`src/rtl/iter_cu.sv`:
```
// Iteration control unit: sequences a load/run/complete cycle for a counted datapath
// and hands the result off with either an explicit acknowledge or a one-cycle pulse.
module iter_cu #(
    parameter int CNT_WIDTH = 4,
    parameter int MAX_N     = 12,
    parameter int AUTO_ACK  = 0
) (
    input  logic                 i_clk,
    input  logic                 i_rst,
    input  logic                 i_go,
    input  logic [CNT_WIDTH-1:0] i_n,
    input  logic                 i_abort,
    input  logic                 i_ack,
    output logic                 o_load_cnt,
    output logic                 o_mux_sel,
    output logic                 o_load_reg,
    output logic                 o_cnt_en,
    output logic                 o_buf_oe,
    output logic                 o_done,
    output logic                 o_error,
    output logic                 o_busy,
    output logic [CNT_WIDTH-1:0] o_iter_cnt
);

    localparam logic [2:0] S_IDLE = 3'd0;
    localparam logic [2:0] S_LOAD = 3'd1;
    localparam logic [2:0] S_RUN  = 3'd2;
    localparam logic [2:0] S_DONE = 3'd3;
    localparam logic [2:0] S_ERR  = 3'd4;

    // One extra bit so a MAX_N at the top of the operand range still compares correctly.
    localparam logic [CNT_WIDTH:0] LP_MAX_N   = (CNT_WIDTH + 1)'(MAX_N);
    localparam logic               LP_AUTO    = (AUTO_ACK != 0);
    localparam logic [CNT_WIDTH-1:0] LP_ONE   = CNT_WIDTH'(1);

    logic [2:0]           r_state;
    logic [2:0]           w_state_next;
    logic [CNT_WIDTH-1:0] r_cnt;
    logic [CNT_WIDTH-1:0] w_cnt_next;
    logic                 w_range_err;
    logic                 w_cnt_gt1;
    logic                 w_release;

    assign w_range_err = ({1'b0, i_n} > LP_MAX_N);
    assign w_cnt_gt1   = (r_cnt > LP_ONE);
    assign w_release   = LP_AUTO | i_ack;

    // Abort freezes the counter; the next accepted start reloads it anyway.
    always_comb begin
        w_state_next = r_state;
        w_cnt_next   = r_cnt;
        case (r_state)
            S_IDLE: begin
                if (i_go) begin
                    if (w_range_err) begin
                        w_state_next = S_ERR;
                    end else begin
                        w_state_next = S_LOAD;
                        w_cnt_next   = i_n;
                    end
                end
            end
            S_LOAD: begin
                w_state_next = i_abort ? S_IDLE : S_RUN;
            end
            S_RUN: begin
                if (i_abort) begin
                    w_state_next = S_IDLE;
                end else if (w_cnt_gt1) begin
                    w_cnt_next = r_cnt - LP_ONE;
                end else begin
                    w_state_next = S_DONE;
                end
            end
            S_DONE, S_ERR: begin
                if (w_release) begin
                    w_state_next = S_IDLE;
                end
            end
            default: begin
                w_state_next = S_IDLE;
            end
        endcase
    end

    always_ff @(posedge i_clk) begin
        if (i_rst) begin
            r_state <= S_IDLE;
            r_cnt   <= '0;
        end else begin
            r_state <= w_state_next;
            r_cnt   <= w_cnt_next;
        end
    end

    always_comb begin
        o_load_cnt = 1'b0;
        o_mux_sel  = 1'b0;
        o_load_reg = 1'b0;
        o_cnt_en   = 1'b0;
        o_buf_oe   = 1'b0;
        o_done     = 1'b0;
        o_error    = 1'b0;
        o_busy     = 1'b0;
        case (r_state)
            S_LOAD: begin
                o_load_cnt = 1'b1;
                o_mux_sel  = 1'b1;
                o_load_reg = 1'b1;
                o_busy     = 1'b1;
            end
            S_RUN: begin
                o_busy     = 1'b1;
                o_cnt_en   = w_cnt_gt1;
                o_load_reg = w_cnt_gt1;
            end
            S_DONE: begin
                o_done   = 1'b1;
                o_buf_oe = 1'b1;
            end
            S_ERR: begin
                o_done  = 1'b1;
                o_error = 1'b1;
            end
            default: begin
                o_busy = 1'b0;
            end
        endcase
    end

    assign o_iter_cnt = r_cnt;

endmodule
```
`config.mk`:
```
export PLATFORM = sky130hd
export DESIGN_NAME = iter_cu
export DESIGN_NICKNAME = d
export VERILOG_FILES = /design/src/rtl/iter_cu.sv
export SDC_FILE = /design/constraint.sdc
export NUM_CORES = 1
export LEC_CHECK = 0
export CELL_PAD_IN_SITES_DETAIL_PLACEMENT = 1
export CELL_PAD_IN_SITES_GLOBAL_PLACEMENT = 2
export CORE_MARGIN = 2
export CORE_UTILIZATION = 20
export CTS_CLUSTER_SIZE = 20
export DETAILED_ROUTE_END_ITERATION = 10
export GPL_TIMING_DRIVEN = 0
export HOLD_SLACK_MARGIN = 0.15
export PLACE_DENSITY_LB_ADDON = 0.3
export SETUP_SLACK_MARGIN = 0.3
export SYNTH_ARGS = -nofsm -noshare
export SYNTH_HDL_FRONTEND = slang
export SYNTH_SLANG_ARGS = --single-unit
```
`constraint.sdc`:
```
create_clock -name i_clk -period 1.4 [get_ports i_clk]
set_input_delay 0.28 -clock i_clk [delete_from_list [all_inputs] [get_ports i_clk]]
set_output_delay 0.28 -clock i_clk [all_outputs]
set_load 0.1 [all_outputs]
```
==> run_results.csv, run 1 <==
group,metric,value,unit
run_status,outcome,"finished with violations",
run_status,failed_checks,"setup timing",
clock_tree,numCtsBuffers,3,
global_routing,gr-usage-all-layers,11.9,%
placed_design,worst_setup_timing_slack_at_the_placement_stage,-1.12,ns
logic_synthesis,synth_common_cells,"sky130_fd_sc_hd__nor2_1 (8), sky130_fd_sc_hd__dfxtp_1 (7), sky130_fd_sc_hd__inv_1 (7), sky130_fd_sc_hd__nor3_1 (5), sky130_fd_sc_hd__a21oi_1 (4)",
logic_synthesis,synth_area,531,µm²
route,drt-vias-per-instance,4.71,
logic_synthesis,synthMostInstantiatedCell,"sky130_fd_sc_hd__nor2_1",
sta,final_hold_viol_count,0,
worst_hold_path,hold_path_class,"in2reg",
clock_tree,tritoncts,"yes",
global_routing,groute.layer.met2.usage,18.9,%
clock_tree,worst_setup_hold_path_clk_slew,0.05,ns
clock_tree,ctsHtreeMaxLevel,1,
sta,fin_ws,-0.396,ns
route,total_number_of_vias,683,
final_layout,final_util,54.7,%
worst_setup_path,worst_setup_path_endpoint,"o_load_reg",
worst_setup_path,timing.rr.end,"o_iter_cnt[2]",
logic_synthesis,yosys.area.top_type_share,26.4,%
sta,final-max-slew-violation-count,0,
global_routing,grt_pass1_wl,2950,µm
worst_setup_path,count_of_cell_instances_traversed_by_the_critical_path,5,
worst_setup_path,critical_path_buf_inv_count,3,
final_layout,final_nets,127,
placed_design,dp.final_hpwl,1200,µm
logic_synthesis,ys_dominant_reg_cell,"sky130_fd_sc_hd__dfxtp_1",
flow_run,maxCapViolations,0,
worst_setup_path,timing.setup.critical_path_class,"reg2out",
logic_synthesis,synth_fp_nets,80,
route,post_drt_wl_per_cell,13.1,µm
floorplanning,die_h,55.5,µm
sta,setup-violations-final,12,
worst_setup_path,critical_path.max_fanout,4,
sta,fin_skew,0.00230,ns
global_routing,grt_overflow_total,0,
power,net-switching-power,487,µW
final_layout,layout.cells.non_filler,145,
worst_setup_path,startpoint_of_the_worst_register_to_register_path,"r_state[1]",
clock_tree,tritoncts_num_sinks,7,
final_layout,area_growth_syn_to_layout,158,%
route,drtIter0Drc,7,
logic_synthesis,synth-edff-count,0,
power,pwr-share-clk,16.2,%
logic_synthesis,mapped_cells,69,
placed_design,gp_routability_congestion,0.741,
sta,rsz0062_at_grt,"true",
floorplanning,initial_utilization,21.2,%
clock_tree,cts_root_buffer,"sky130_fd_sc_hd__clkbuf_4",
worst_setup_path,cp_slowest_stage_delay,0.38,ns
worst_setup_path,crit_path_start,"r_state[1]",
floorplanning,floorplan.die_area,3080,µm²
sta,finalCritPeriodShare,128,%
clock_tree,cts_max_path_buffers,2,
route,routed_wirelength,1900,µm
logic_synthesis,synth_warnings,0,
logic_synthesis,post-synth-top-area-cell,"sky130_fd_sc_hd__dfxtp_1",
global_routing,grt_pass1_vias,633,
sta,holdWs,0.355,ns
global_routing,maximum_number_of_pins_on_one_net_before_global_route_repair,9,
logic_synthesis,seq_area_frac_synth,26.4,%
worst_setup_path,library_cell_contributing_the_largest_single_delay_on_the_critical_path,"sky130_fd_sc_hd__or3b_4",
final_layout,final_layout_size_suffix_gt1_share,71.3,%
logic_synthesis,synth-async-reset-ratio,0,%
worst_setup_path,kind_of_cell_with_the_highest_combined_delay_on_the_critical_path,"buffers and inverters",
logic_synthesis,syn_avg_cell_area,7.69,µm²
sta,worst_slew_margin_rel,68.3,%
power,power_density_over_the_cells,823,nW/µm²
worst_setup_path,regToRegSetupSlack,-0.19,ns
global_routing,global_route.peak_usage_layer,"met2",
floorplanning,io-pin-count,21,
clock_tree,clk-insertion-delay-late,0.24,ns
worst_hold_path,min-delay-start,"i_go",
floorplanning,rows,18,
placed_design,place.detailed.instances,118,
power,cellLeakagePower,0.551,nW
worst_setup_path,ff2ff_path_depth,7,
power,swShare,43.3,%
logic_synthesis,synth.distinct_cells,35,
sta,final.min_clock_period,1.80,ns
power,power.internal,637,µW
route,detail_route.first_pass.iterations,3,
power,combinationalPowerShare,61.0,%
global_routing,grt_antenna_before_repair,0,
floorplanning,die_w,55.5,µm
worst_setup_path,cp.required,1.12,ns
worst_setup_path,worstPathCellList,"buf_6 > or3b_4 > buf_8 > o21ai_4 > buf_12",
global_routing,groute.layer.met3.usage,2.34,%
floorplanning,core,2500,µm²
sta,maxClockFrequency,0.557,GHz
worst_setup_path,setup.worst_path.end_class,"primary output",
power,peak_vdd_ir,0.558,mV
logic_synthesis,yosys-top-cells-area,"sky130_fd_sc_hd__dfxtp_1 (26%), sky130_fd_sc_hd__nor2_1 (5.7%), sky130_fd_sc_hd__inv_1 (5.0%)",
route,antenna_violating_nets_left,0,
worst_setup_path,critical_path_arrival,1.52,ns
worst_setup_path,startpoint_type,"flop",
sta,tightest_slew,0.476,ns
route,drc,0,
global_routing,globalRouteMet1Util,15.8,%
final_layout,diodes,0,
logic_synthesis,synth_seq_cells,7,
placed_design,io_buffers,19,
power,p_seq_share,22.7,%
## how the worst min path moves through the flow
stage | cells past startpoint | end
2_1_floorplan | 2 | r_state[0]
3_3_place_gp | 2 | r_state[2]
3_5_place_dp | 2 | r_state[2]
4_1_cts | 2 | o_iter_cnt[1]
5_1_grt | 3 | r_state[0]
6_report | 3 | r_state[0]
## sequential cells by signal (all words and copies together), names as in the netlist
name / cells
o_iter_cnt: 4
r_state: 3
## per-layer routing
metal  wire (µm)  part of all wire, %
met2         915                   48
met3          63                  3.3
met5           0                    0
met4          19                  1.0
met1         898                   47
## what timing repair did
action	CTS	global route
endpoints found under the hold margin	0	0
setup endpoints to repair	19	19
resized for setup	137	14
hold buffers	0	0
cloned	0	0
pin swaps	13	5
buffers inserted	22	1
## layout make-up
cell class	instances	area, µm²
plain buffers	5	61.3
fillers	264	1130
well taps	30	37.5
inverters	7	35.0
clock buffers	4	26.3
repair buffers	42	517
flip-flops and latches	7	164
multi-input cells	50	526
## stage by stage
step           cell area (µm²)  TNS (ns)  power (mW)
5_1_grt                   1370     -3.40        1.18
3_3_place_gp               918    -10.73       0.741
2_1_floorplan              691     -2.07       0.639
6_report                  1370     -2.72        1.12
3_5_place_dp               918    -10.85       0.747
4_1_cts                   1320     -2.80        1.11
## placed cells by master, fill, tap and decap left out, drive strengths merged, types with 2 or more instances in the layout
| cell type | synthesis | layout |
|---|---|---|
| ha | 2 | 2 |
| inv | 7 | 6 |
| nor3b | 2 | 2 |
| nor3 | 5 | 5 |
| a31oi | 2 | 2 |
| o21ai | 2 | 2 |
| nor2b | 2 | 2 |
| dfxtp | 7 | 7 |
| a211oi | 3 | 3 |
| nand2 | 2 | 2 |
| clkbuf | 1 | 4 |
| nor2 | 8 | 8 |
| or2 | 2 | 2 |
| a21oi | 4 | 4 |
| buf | 4 | 40 |
| dlygate4sd2 | 0 | 5 |
| and2 | 2 | 2 |
## power by group through the flow
| stage | Sequential, mW | Clock (mW) | Combinational (mW) |
|---|---|---|---|
| after CTS | 0.254 | 0.188 | 0.664 |
| final | 0.256 | 0.183 | 0.686 |
| after global routing | 0.259 | 0.204 | 0.718 |
| after floorplan | 0.335 | 0 | 0.305 |
| after detailed placement | 0.259 | 0 | 0.488 |
| after global placement | 0.259 | 0 | 0.482 |
## worst min-delay path: stages
cell,delay [ns]
sky130_fd_sc_hd__dlymetal6s2s_1,0.14
sky130_fd_sc_hd__nand3_1,0.08
sky130_fd_sc_hd__a211oi_1,0.06
## logic make-up after synthesis
kind of cell / after synthesis / share of synthesized area, %
DFF: 7 / 26.4
and+or+nand+nor: 30 / 32.3
buffers and inverters: 12 / 11.1
AOI/OAI and AO/OA: 17 / 23.6
muxes: 1 / 1.89
adders and majority gates: 2 / 4.72
(Power assumes the default switching activity.)
==> run 2, diff against run 1 <==
- ABC_AREA: not set -> 1
- CORE_UTILIZATION: 20 -> 19
==> run 2 against run 1 <==
The run still ends with setup timing left; clock-buffer cell count unchanged; sequential cell count unchanged; worst setup slack improved by 0.18 ns; clock skew increased by 0.0028 ns.
==> run_results.csv, run 2 <==
group,metric,value,unit
global_routing,gr-usage-all-layers,13.7,%
logic_synthesis,synth_area,591,µm²
final_layout,final_nets,171,
sta,finalCritPeriodShare,116,%
global_routing,grt_antenna_before_repair,0,
final_layout,final_cell_mix,"sky130_fd_sc_hd__buf_4 (25), sky130_fd_sc_hd__nand2_1 (20), sky130_fd_sc_hd__buf_12 (14)",
route,route.met2.wl,1490,µm
route,route.top_layer_used,"met4",
sta,tightest_slew,0.276,ns
route,drtIter0Drc,4,
worst_setup_path,critical_path.max_fanout,3,
worst_setup_path,startpoint_type,"flop",
sta,setup-violations-final,14,
worst_hold_path,hold_path_class,"reg2reg",
floorplanning,rows,20,
clock_tree,cts_root_buffer,"sky130_fd_sc_hd__clkbuf_4",
route,antenna_violating_nets_left,0,
sta,final_hold_viol_count,0,
run_status,failed_checks,"setup timing",
route,wl_met1,813,µm
placed_design,gp_routability_congestion,0.813,
final_layout,area_growth_syn_to_layout,161,%
sta,rsz0062_at_grt,"true",
logic_synthesis,synth.distinct_cells,20,
worst_setup_path,critical_path_arrival,1.34,ns
worst_setup_path,setup.worst_path.end_class,"primary output",
route,routed_wirelength,2420,µm
placed_design,placement.cell_area,988,µm²
logic_synthesis,synthMostInstantiatedCell,"sky130_fd_sc_hd__nand2_1",
logic_synthesis,seq_area_frac_synth,23.7,%
clock_tree,tritoncts,"yes",
logic_synthesis,post-synth-top-area-cell,"sky130_fd_sc_hd__dfxtp_1",
route,dr_wl_met3,73,µm
clock_tree,cts_max_path_buffers,2,
clock_tree,ctsHtreeMaxLevel,1,
logic_synthesis,synth-edff-count,0,
worst_setup_path,timing.setup.critical_path_class,"reg2out",
logic_synthesis,yosys-top-cells-area,"sky130_fd_sc_hd__dfxtp_1 (24%), sky130_fd_sc_hd__nand2_1 (22%), sky130_fd_sc_hd__inv_1 (9.5%)",
logic_synthesis,syn_avg_cell_area,5.85,µm²
floorplanning,io-pin-count,21,
final_layout,finish.instance_area,1540,µm²
final_layout,layout.cells.non_filler,192,
clock_tree,clk-insertion-delay-late,0.25,ns
clock_tree,hold_buffers,0,
global_routing,maximum_number_of_pins_on_one_net_before_global_route_repair,9,
route,drt-vias-per-instance,4.47,
clock_tree,numCtsBuffers,3,
final_layout,diodes,0,
final_layout,largest_reg_flops,4,
global_routing,grt_pass1_wl,3690,µm
clock_tree,tritoncts_num_sinks,7,
logic_synthesis,yosys.area.top_type_share,23.7,%
global_routing,grt_overflow_total,0,
logic_synthesis,synth_common_cells,"sky130_fd_sc_hd__nand2_1 (35), sky130_fd_sc_hd__inv_1 (15), sky130_fd_sc_hd__nor2_1 (15), sky130_fd_sc_hd__dfxtp_1 (7), sky130_fd_sc_hd__nand3_1 (5)",
sta,final.min_clock_period,1.62,ns
route,total_number_of_vias,858,
final_layout,final_layout_size_suffix_gt1_share,64.2,%
placed_design,dp.final_hpwl,1420,µm
sta,fin_ws,-0.218,ns
sta,worst_slew_margin_rel,81.6,%
logic_synthesis,synth_seq_cells,7,
route,post_drt_wl_per_cell,12.6,µm
logic_synthesis,synth-async-reset-ratio,0,%
logic_synthesis,synth_fp_nets,112,
floorplanning,initial_utilization,19.7,%
sta,maxClockFrequency,0.618,GHz
final_layout,layout_commonest_cell,"sky130_fd_sc_hd__buf_4",
worst_setup_path,cp.required,1.12,ns
floorplanning,die_w,59.8,µm
placed_design,place.detailed.instances,154,
floorplanning,die_h,59.8,µm
route,drc,0,
sta,totalNegativeSetupSlack,-1.47,ns
floorplanning,floorplan.die_area,3570,µm²
sta,fin_skew,0.00511,ns
placed_design,io_buffers,20,
run_status,outcome,"finished with violations",
logic_synthesis,ys_dominant_reg_cell,"sky130_fd_sc_hd__dfxtp_1",
flow_run,maxCapViolations,0,
logic_synthesis,mapped_cells,101,
sta,final-max-slew-violation-count,0,
global_routing,grt_pass1_vias,848,
floorplanning,core,3000,µm²
route,detail_route.first_pass.iterations,2,
clock_tree,worst_setup_hold_path_clk_slew,0.06,ns
logic_synthesis,synth_warnings,0,
[run 2: worst max-delay path: stages (launching register included)]
cell and delay [ns]:
sky130_fd_sc_hd__dfxtp_4 0.37, sky130_fd_sc_hd__inv_4 0.04, sky130_fd_sc_hd__ha_4 0.15, sky130_fd_sc_hd__inv_2 0.05
sky130_fd_sc_hd__nand2_2 0.05, sky130_fd_sc_hd__nand2_4 0.08, sky130_fd_sc_hd__nand2_8 0.07, sky130_fd_sc_hd__clkinvlp_4 0.09
sky130_fd_sc_hd__buf_12 0.16
[run 2: routing by layer]
metal / global-route usage [%] / vias up
met1: 14.0 / 414
met2: 27.3 / 17
met4: 1.90 / 0
li1: - / 425
met5: 0 / -
met3: 4.11 / 2
[run 2: final cells by class]
| type | instances | area, µm² |
|---|---|---|
| Tap cell | 33 | 41.3 |
| Inverter | 18 | 97.6 |
| Sequential cell | 7 | 166 |
| Clock buffer | 4 | 26.3 |
| Timing Repair Buffer | 54 | 618 |
| Fill cell | 341 | 1460 |
| Multi-Input combinational cell | 75 | 572 |
| Buffer | 1 | 20.0 |
[run 2: kinds of logic (layout without fill, tap and decap cells)]
family / Yosys count / after routing / synth area share, %
flops: 7 / 7 / 23.7
simple gates: 66 / 66 / 52.8
compound gates: 6 / 6 / 5.08
fa+ha+maj: 2 / 2 / 4.24
xor+xnor: 1 / 1 / 1.48
buf+inv: 19 / 77 / 12.7
[run 2: path summary, 6_finish.rpt]
| kind | startpoint | to | slack, ns | cells past startpoint |
|---|---|---|---|---|
| max | o_iter_cnt[0] | o_cnt_en | -0.22 | 8 |
| max reg2reg | o_iter_cnt[0] | o_iter_cnt[1] | -0.15 | 13 |
| min | o_iter_cnt[3] | o_iter_cnt[3] | 0.58 | 4 |
| min reg2reg | o_iter_cnt[3] | o_iter_cnt[3] | 0.58 | 4 |
[run 2: repair_timing]
item,in CTS,in global routing
pin swaps,12,13
gates resized for setup,126,22
buffers inserted,24,10
endpoints found under the setup margin,19,19
[run 2: metrics by stage]
step	util [%]	hold WS (ns)	worst slack, ns
floorplan	-	0.470	-0.285
global placement	32.9	0.552	-0.970
detailed placement	32.9	0.552	-0.980
CTS	46.1	0.590	-0.246
global route	51.3	0.624	-0.287
finish	51.3	0.583	-0.218
Power of run 2 is left out: the tool's default activity adds up to more than one toggle a clock period on the data nets, which glitch-free logic cannot reach.
==> run 3, diff against run 2 <==
- SLEW_MARGIN: not set -> 20
==> results of run 3 <==
Final layout, timing and power as in run 2 (identical DEF).
Power of run 3 is left out for the same reason.
